`src/rtl/elbeth_branch_predictor.sv`:
```
// Direct-mapped BTB branch predictor with per-entry saturating direction counters.
// Optional performance counters are enabled by defining ELBETH_BP_STATS_EN.
module elbeth_branch_predictor #(
  parameter int XLEN     = 32,
  parameter int ENTRIES  = 16,
  parameter int CNT_BITS = 2,
  parameter int PC_LSB   = 2
) (
  input  logic            clk,
  input  logic            rst,
  input  logic [XLEN-1:0] if_pc,
  output logic            pred_taken,
  output logic [XLEN-1:0] pred_target,
  input  logic            upd_valid,
  input  logic [XLEN-1:0] upd_pc,
  input  logic            upd_is_jump,
  input  logic            upd_taken,
  input  logic [XLEN-1:0] upd_target,
  input  logic            upd_pred_taken,
  input  logic [XLEN-1:0] upd_pred_target,
  input  logic            flush_all,
  output logic            mispredict,
  output logic [XLEN-1:0] recover_pc,
  output logic [31:0]     stat_lookups,
  output logic [31:0]     stat_mispredicts
);

  localparam int IDX_W = $clog2(ENTRIES);
  localparam int TAG_W = XLEN - PC_LSB - IDX_W;

  localparam logic [CNT_BITS-1:0] CNT_MAX = '1;
  localparam logic [CNT_BITS-1:0] CNT_WT  = CNT_BITS'(1) << (CNT_BITS - 1);
  localparam logic [CNT_BITS-1:0] CNT_WNT = CNT_WT - CNT_BITS'(1);

  function automatic logic [CNT_BITS-1:0] sat_inc(input logic [CNT_BITS-1:0] c);
    return (c == CNT_MAX) ? c : c + CNT_BITS'(1);
  endfunction

  function automatic logic [CNT_BITS-1:0] sat_dec(input logic [CNT_BITS-1:0] c);
    return (c == '0) ? c : c - CNT_BITS'(1);
  endfunction

  logic [ENTRIES-1:0]  r_valid;
  logic [TAG_W-1:0]    r_tag    [ENTRIES];
  logic [XLEN-1:0]     r_target [ENTRIES];
  logic [CNT_BITS-1:0] r_cnt    [ENTRIES];

  generate
    if (PC_LSB > 0) begin : g_lsb
      logic w_unused_lsb;
      assign w_unused_lsb = ^if_pc[PC_LSB-1:0];
    end
  endgenerate

  // Fetch-side lookup: purely combinational, sees table state before this edge
  logic [IDX_W-1:0] w_if_idx;
  logic [TAG_W-1:0] w_if_tag;
  logic             w_if_hit;

  assign w_if_idx    = if_pc[PC_LSB +: IDX_W];
  assign w_if_tag    = if_pc[XLEN-1 -: TAG_W];
  assign w_if_hit    = r_valid[w_if_idx] && (r_tag[w_if_idx] == w_if_tag);
  assign pred_taken  = w_if_hit && r_cnt[w_if_idx][CNT_BITS-1];
  assign pred_target = pred_taken ? r_target[w_if_idx] : '0;

  // Resolution-side training decisions
  logic [IDX_W-1:0]    w_upd_idx;
  logic [TAG_W-1:0]    w_upd_tag;
  logic                w_upd_hit;
  logic                w_alloc;
  logic                w_tgt_wr;
  logic                w_cnt_wr;
  logic [CNT_BITS-1:0] w_cnt_nxt;

  assign w_upd_idx = upd_pc[PC_LSB +: IDX_W];
  assign w_upd_tag = upd_pc[XLEN-1 -: TAG_W];
  assign w_upd_hit = r_valid[w_upd_idx] && (r_tag[w_upd_idx] == w_upd_tag);
  assign w_alloc   = upd_valid && !w_upd_hit && upd_taken;
  assign w_tgt_wr  = upd_valid && ((w_upd_hit && (upd_is_jump || upd_taken)) || w_alloc);
  assign w_cnt_wr  = upd_valid && (w_upd_hit || w_alloc);

  always_comb begin
    w_cnt_nxt = r_cnt[w_upd_idx];
    if (upd_is_jump)    w_cnt_nxt = CNT_MAX;
    else if (!w_upd_hit) w_cnt_nxt = CNT_WT;
    else if (upd_taken) w_cnt_nxt = sat_inc(r_cnt[w_upd_idx]);
    else                w_cnt_nxt = sat_dec(r_cnt[w_upd_idx]);
  end

  always_ff @(posedge clk) begin
    if (w_tgt_wr) begin
      r_tag[w_upd_idx]    <= w_upd_tag;
      r_target[w_upd_idx] <= upd_target;
    end
  end

  // Flush clears validity only; counters keep their training
  always_ff @(posedge clk or posedge rst) begin
    if (rst) begin
      r_valid <= '0;
      for (int i = 0; i < ENTRIES; i++) r_cnt[i] <= CNT_WNT;
    end else begin
      if (flush_all)    r_valid <= '0;
      else if (w_alloc) r_valid[w_upd_idx] <= 1'b1;
      if (w_cnt_wr) r_cnt[w_upd_idx] <= w_cnt_nxt;
    end
  end

  // Misprediction detection, registered one cycle after resolution
  logic            w_mis;
  logic [XLEN-1:0] w_recover;
  logic            r_mispredict_p1;
  logic [XLEN-1:0] r_recover_pc_p1;

  assign w_mis = upd_valid && ((upd_taken != upd_pred_taken) ||
                 (upd_taken && upd_pred_taken && (upd_target != upd_pred_target)));
  assign w_recover = upd_taken ? upd_target : upd_pc + XLEN'(4);

  always_ff @(posedge clk or posedge rst) begin
    if (rst) begin
      r_mispredict_p1 <= 1'b0;
      r_recover_pc_p1 <= '0;
    end else begin
      r_mispredict_p1 <= w_mis;
      if (w_mis) r_recover_pc_p1 <= w_recover;
    end
  end

  assign mispredict = r_mispredict_p1;
  assign recover_pc = r_recover_pc_p1;

`ifdef ELBETH_BP_STATS_EN
  logic [31:0] r_stat_lookups;
  logic [31:0] r_stat_mispredicts;

  always_ff @(posedge clk or posedge rst) begin
    if (rst) begin
      r_stat_lookups     <= '0;
      r_stat_mispredicts <= '0;
    end else begin
      r_stat_lookups <= r_stat_lookups + 32'd1;
      if (w_mis) r_stat_mispredicts <= r_stat_mispredicts + 32'd1;
    end
  end

  assign stat_lookups     = r_stat_lookups;
  assign stat_mispredicts = r_stat_mispredicts;
`else
  assign stat_lookups     = '0;
  assign stat_mispredicts = '0;
`endif

endmodule

```
`config.mk`:
```
export PLATFORM = sky130hd
export DESIGN_NAME = elbeth_branch_predictor
export DESIGN_NICKNAME = d
export VERILOG_FILES = /design/src/rtl/elbeth_branch_predictor.sv
export SDC_FILE = /design/constraint.sdc
export NUM_CORES = 1
export LEC_CHECK = 0
export CORE_UTILIZATION = 55
export DETAILED_ROUTE_END_ITERATION = 8
export DONT_BUFFER_PORTS = 1
export GPL_TIMING_DRIVEN = 0
export PLACE_DENSITY = 0.82
export SLEW_MARGIN = 20
export SYNTH_ARGS = -nofsm -noshare
export SYNTH_HDL_FRONTEND = slang
export SYNTH_SLANG_ARGS = --single-unit
```
`constraint.sdc`:
```
create_clock -name clk -period 17.3 [get_ports clk]
set_input_delay 4.325 -clock clk [delete_from_list [all_inputs] [get_ports clk]]
set_output_delay 4.325 -clock clk [all_outputs]
set_load 0.05 [all_outputs]
```
Word level (Yosys, flattened, before mapping)
Memory sizes are Yosys's and may differ from the RTL's.
Index checks and enable logic that the tools add are counted.
{"block": "word_totals", "latch_bits": 0, "ram_bits": 928, "input_bits": 135, "register_bits": 81, "romBits": 0, "mem_count": 2, "output_inout_bits": 130}
{"name": "r_target", "depth": 16, "word_bits": 32, "read_ports": 1, "rd_clocked_by_memory_dff": 0, "write_ports": 1, "line_no": "45", "rtl": "logic [XLEN-1:0] r_target [ENTRIES];"}
{"name": "r_tag", "depth": 16, "word_bits": 26, "read_ports": 2, "rd_clocked_by_memory_dff": 0, "write_ports": 1, "line_no": "44", "rtl": "logic [TAG_W-1:0] r_tag [ENTRIES];"}
{"block": "classes", "n_bitwise": 3, "eq_ne": 5, "n_shift": 0, "add_sub_neg": 3, "n_div": 0, "multipliers": 0, "n_reduce_logical": 20, "magnitude_cmp": 6, "n_mux": 26}
{"cell": "32-bit 2-to-1 mux", "count": 2}
{"cell": "26-bit == test", "count": 2}
{"cell": "32-bit by 3-bit adder with 32-bit output, second input constant", "count": 1}
{"cell": "32-bit bitwise mux", "count": 1}
{"cell": "16-bit 2-to-1 mux", "count": 2}
{"cell": "32-bit inequality test", "count": 1}
{"cell": "2-bit 2-to-1 mux", "count": 10}
{"cell": "2-bit binary-select mux with 4-bit select", "count": 2}
{"cell": "16-bit bitwise OR", "count": 1}
{"cell": "1-bit logical AND", "count": 13}
{"cell": "5-bit >= comparator, second input constant", "count": 2}
{"cell": "4-bit by 5-bit less-than comparator with 1-bit output, second input constant", "count": 2}
{"cell": "4-bit NOT with 5-bit output", "count": 2}
{"cell": "1-bit binary-select mux with 4-bit select", "count": 2}
{"cell": "2-bit demux with 4-bit select", "count": 1}
{"cell": "5-bit by 1-bit less-than comparator with 1-bit output, second input constant", "count": 1}
{"cell": "1-bit 2-to-1 mux", "count": 5}
{"cell": "1-bit demux with 4-bit select", "count": 1}
{"cell": "4-bit by 1-bit >= comparator with 1-bit output, second input constant", "count": 1}
{"cell": "1-bit logical OR", "count": 4}
{"cell": "2-bit by 1-bit adder with 2-bit output, second input constant", "count": 1}
{"cell": "2-bit == test, second input constant", "count": 1}
{"cell": "2-bit zero test", "count": 1}
{"cell": "2-bit nonzero test", "count": 1}
{"cell": "other kinds (3)", "count": 3}

Logic depth before layout (Yosys ltp)
{"block": "logic_depth", "word_depth": 10, "mapped_depth": 15}

Worst setup path after synthesis
OpenSTA, ideal clock, no wires.
{"block": "synth_timing", "kind": "input -> output", "from": "input port if_pc[2]", "to": "output port pred_target[10]", "path_buffers": 4, "required_ns": 12.975, "setup_slack_ns": 5.049, "arrival_time_ns": 7.926, "path_stages": 10, "path_cell_list": "clkbuf_1 > buf_2 > buf_1 > mux4_2 > mux4_2 > xor2_1 > nor4_1 > nand4_1 > clkbuf_1 > nor2b_1"}
{"block": "synth_via", "elab_chain_cells": 6, "word_cells_on_any_way": 12, "classes_between": "1 x eq/ne; 6 x mux; 1 x bitwise; 2 x reduce/logical; 2 x memory"}
{"item": "from (decl)", "line_no": "11", "rtl": "input logic [XLEN-1:0] if_pc,"}
{"item": "parallel branches: the longest is 5 deep, another holds memory 16 x 26 bit"}
{"item": "32-bit 2-to-1 mux (*)", "line_no": "64", "rtl": "assign pred_target = pred_taken ? r_target[w_if_idx] : '0;"}
{"item": "to (decl)", "line_no": "13", "rtl": "output logic [XLEN-1:0] pred_target,"}
Mark *: on every way between the ends. The select of a mux whose other input is x is not followed.

Worst setup path after layout
{"block": "layout_timing", "from": "input port if_pc[2]", "to": "output port pred_target[14]"}
The elaborated chain is that of the path after synthesis.

==> results.json <==
{
  "netSwitchingPower_w": 0.00129,
  "synth_cell_types": 60,
  "r2r-start": "r_tag[15][13]",
  "p_sw_share_pct": 23.8,
  "drtAntennaViolNets": 0,
  "crit_path_end_kind": "primary output",
  "cts_max_path_buffers": 3,
  "maxSlewHeadroom_pct": 18.0,
  "grt_start_max_net_pins": 49,
  "netlist.area_leader.share_pct": 62.5,
  "synth_seq_area_share_pct": 67.1,
  "final_max_slew_viol_count": 0,
  "ys_top_cells_by_area": "edfxtp_1 62%, mux4_2 19%, dfrtp_1 3.6%, mux2i_1 2.3%, xnor2_1 1.5%",
  "routedWlPerCell_um": 37.7,
  "drc": 0,
  "grt_pass1_wl_mm": 194,
  "crit_path_max_fanout": 10,
  "viasPerCell": 7.18,
  "wl_met3_mm": 21.1,
  "ctsHtreeMaxLevel": 3,
  "cts_root_buf": "clkbuf_16",
  "dr.pass1.iters": 6,
  "clkPwrFrac_pct": 39.9,
  "fin_skew_ps": 38.7,
  "power_frac_seq_pct": 51.8,
  "startpoint": "if_pc[2]",
  "overflow": 0,
  "whs_ps": 549,
  "synth_enable_flop_cells": 928,
  "grtUsageTotal_pct": 34.1,
  "drive_gt1_share_pct": 29.9,
  "clk_pin_slew_ps": 60,
  "crit_buf_inv": 5,
  "drt_wl_total_mm": 139,
  "numCtsBuffers": 98,
  "crit_type": "input pin to primary output",
  "hold_viol": 0,
  "layout_min_cycle_time_ps": 15250,
  "antenna_found_initial": 6,
  "syn_avg_cell_area_sq_um": 19.2,
  "required_ps": 12980,
  "critPathArrivalTime_ps": 10920,
  "yosys_warnings": 0,
  "hold_class": "flop to flop",
  "slowest_delay_ps": 1110,
  "post-place-ws_ps": 2670,
  "status": "finished clean",
  "synth_top_cell_by_area": "edfxtp_1",
  "p_int_w": 0.00414,
  "fin_tns_setup_ps": 0,
  "drtIter0Drc": 4266,
  "initial_utilization_pct": 55.5,
  "worst_path_max_delay_cell": "nand4_1",
  "cts_setup_buffers": 0,
  "peakVddDrop_mv": 0.0952,
  "crit_chain": "clkbuf_1 > buf_2 > buf_1 > clkbuf_1 > nand3_1 > o211ai_1 > o211ai_1 > o211ai_1 > o211ai_1 > nor4_1 > nand4_1 > clkbuf_1 > nor2b_1",
  "rsz0062_at_grt": "false",
  "clk_latency_ps": 690,
  "setup_slack_ps": 2050,
  "dieArea_sq_mm": 0.0822,
  "dieWidth_um": 287,
  "fin_crit_sh_pct": 88.1,
  "synthCells": 2317,
  "p_total_w": 0.00543,
  "wl_met1_mm": 43.5,
  "cap_violations": 0,
  "ys_seq_elements": 1009,
  "path_delay_family": "buffers and inverters",
  "cp-start-kind": "input pin",
  "place_congestion": 0.947,
  "num_io_pins": 265,
  "pwr-share-comb_pct": 8.3,
  "power_density_mw_per_mm2": 106,
  "core-area_sq_mm": 0.0804,
  "p_leak_nw": 16.7,
  "hold_buffers": 0,
  "synth.most_common_cell": "edfxtp_1",
  "worst_pin_slew_ps": 1230,
  "highest_layer": "met5",
  "clock_sinks": 1009,
  "layout.nets": 2687,
  "rows": 104,
  "die_h_um": 287,
  "ys_async_sr_fraction_pct": 8.03,
  "wl_met2_mm": 66.0,
  "cts_tree": "built",
  "cp_common_cell": "o211ai_1",
  "finalSetupViolCount": 0,
  "grt_pass1_vias": 26900,
  "synth_commonest_cells": "928 x edfxtp_1, 371 x mux4_2, 101 x mux2i_1",
  "io_buffers": 0,
  "synth_ff_type": "edfxtp_1",
  "dp_hpwl_mm": 92.0,
  "syn_area_sq_mm": 0.0446,
  "via_count": 26500,
  "area_growth_pct": 14.9,
  "ctsResizeCount": 0,
  "max_freq_mhz": 65.6,
  "hp-start": "r_cnt[27]"
}
-- through the flow --
step,instance area [sq um],utilization (%),std cells
2_1_floorplan,44800,-,2380
3_3_place_gp,46200,57.4,3440
3_5_place_dp,48000,59.6,3507
4_1_cts,51200,63.7,3692
5_1_grt,51200,63.7,3693
6_report,51200,63.7,3694
-- final timing paths --
kind,cells past startpoint,slack [ps],to
hold / removal,1,550,r_cnt[27]
max in group asynchronous,2,13010,r_cnt[30]
setup / recovery,13,2050,pred_target[14]
min in group asynchronous,1,3600,r_cnt[25]
setup reg to reg,12,11030,r_target[12][16]
hold reg to reg,1,550,r_cnt[27]
-- worst register-to-register path, cell delays in order, from the launching register on --
cell,delay (ps)
edfxtp_1,380
mux4_2,490
mux2i_1,190
xor2_1,440
o2111ai_1,240
nor4_1,860
o211ai_1,250
nor4b_1,880
a31oi_2,500
clkbuf_2,490
nor2_4,750
buf_12,290
buf_16,210
-- cells in the final DEF, fill, tap and decap left out, types with 22 or more instances in the layout --
cell type    n
mux4_2     371
nor2_1      33
clkbuf_16   99
nand2_1     69
clkinv_2    22
conb_1      64
a22oi_1     24
buf_4       69
nand4_1     23
buf_16      45
inv_1       26
xnor2_1     74
o21ai_0     48
mux2i_1    101
nand3_1     22
mux2_2      41
xor2_1      40
a21oi_1     35
edfxtp_1   928
nor2b_1     38
dfrtp_1     65
clkbuf_1   103
-- sequential cells by signal, summed over array words and instances (netlist names) --
signal      count
r_valid        16
r_target      512
recover_pc     32
r_tag         416
r_cnt          32
mispredict      1
-- area by class of cell --
cell class,instances,area [sq um]
Tap cell,1060,1330
Multi-Input combinational cell,1137,13800
Sequential cell,1009,29900
Clock inverter,51,520
Antenna cell,2,5.00
Clock buffer,134,2740
Fill cell,5176,29200
Timing Repair Buffer,67,1670
Inverter,28,108
Buffer,206,1130
-- layer usage --
| layer | vias to the layer above | GRT usage [%] |
|---|---|---|
| li1 | 9900 | - |
| met1 | 13400 | 41.4 |
| met2 | 2644 | 54.3 |
| met3 | 569 | 11.2 |
| met4 | 10 | 18.2 |
| met5 | - | 1.22 |
-- logic make-up (layout without fill, tap and decap cells) --
group / after synthesis / in the layout / synth area share [%]
buffers and inverters: 234 / 486 / 2.72
xor gates and xnor gates: 114 / 114 / 2.24
muxes: 513 / 513 / 22.0
DFF: 1009 / 1009 / 67.1
AOI/OAI and AO/OA: 180 / 180 / 2.63
and+or+nand+nor: 259 / 259 / 3.09
other: 1 / 66 / 0.00841
adders and majority gates: 7 / 7 / 0.185
-- power groups by stage --
stage          clock [W]  sequential (W)  combinational, W
4_1_cts          0.00217         0.00281          0.000440
3_3_place_gp           0         0.00286          0.000411
3_5_place_dp           0         0.00286          0.000434
6_report         0.00217         0.00281          0.000451
5_1_grt          0.00225         0.00282          0.000464
2_1_floorplan          0         0.00284          0.000308
Note: power is estimated with default switching activity, not from simulation.
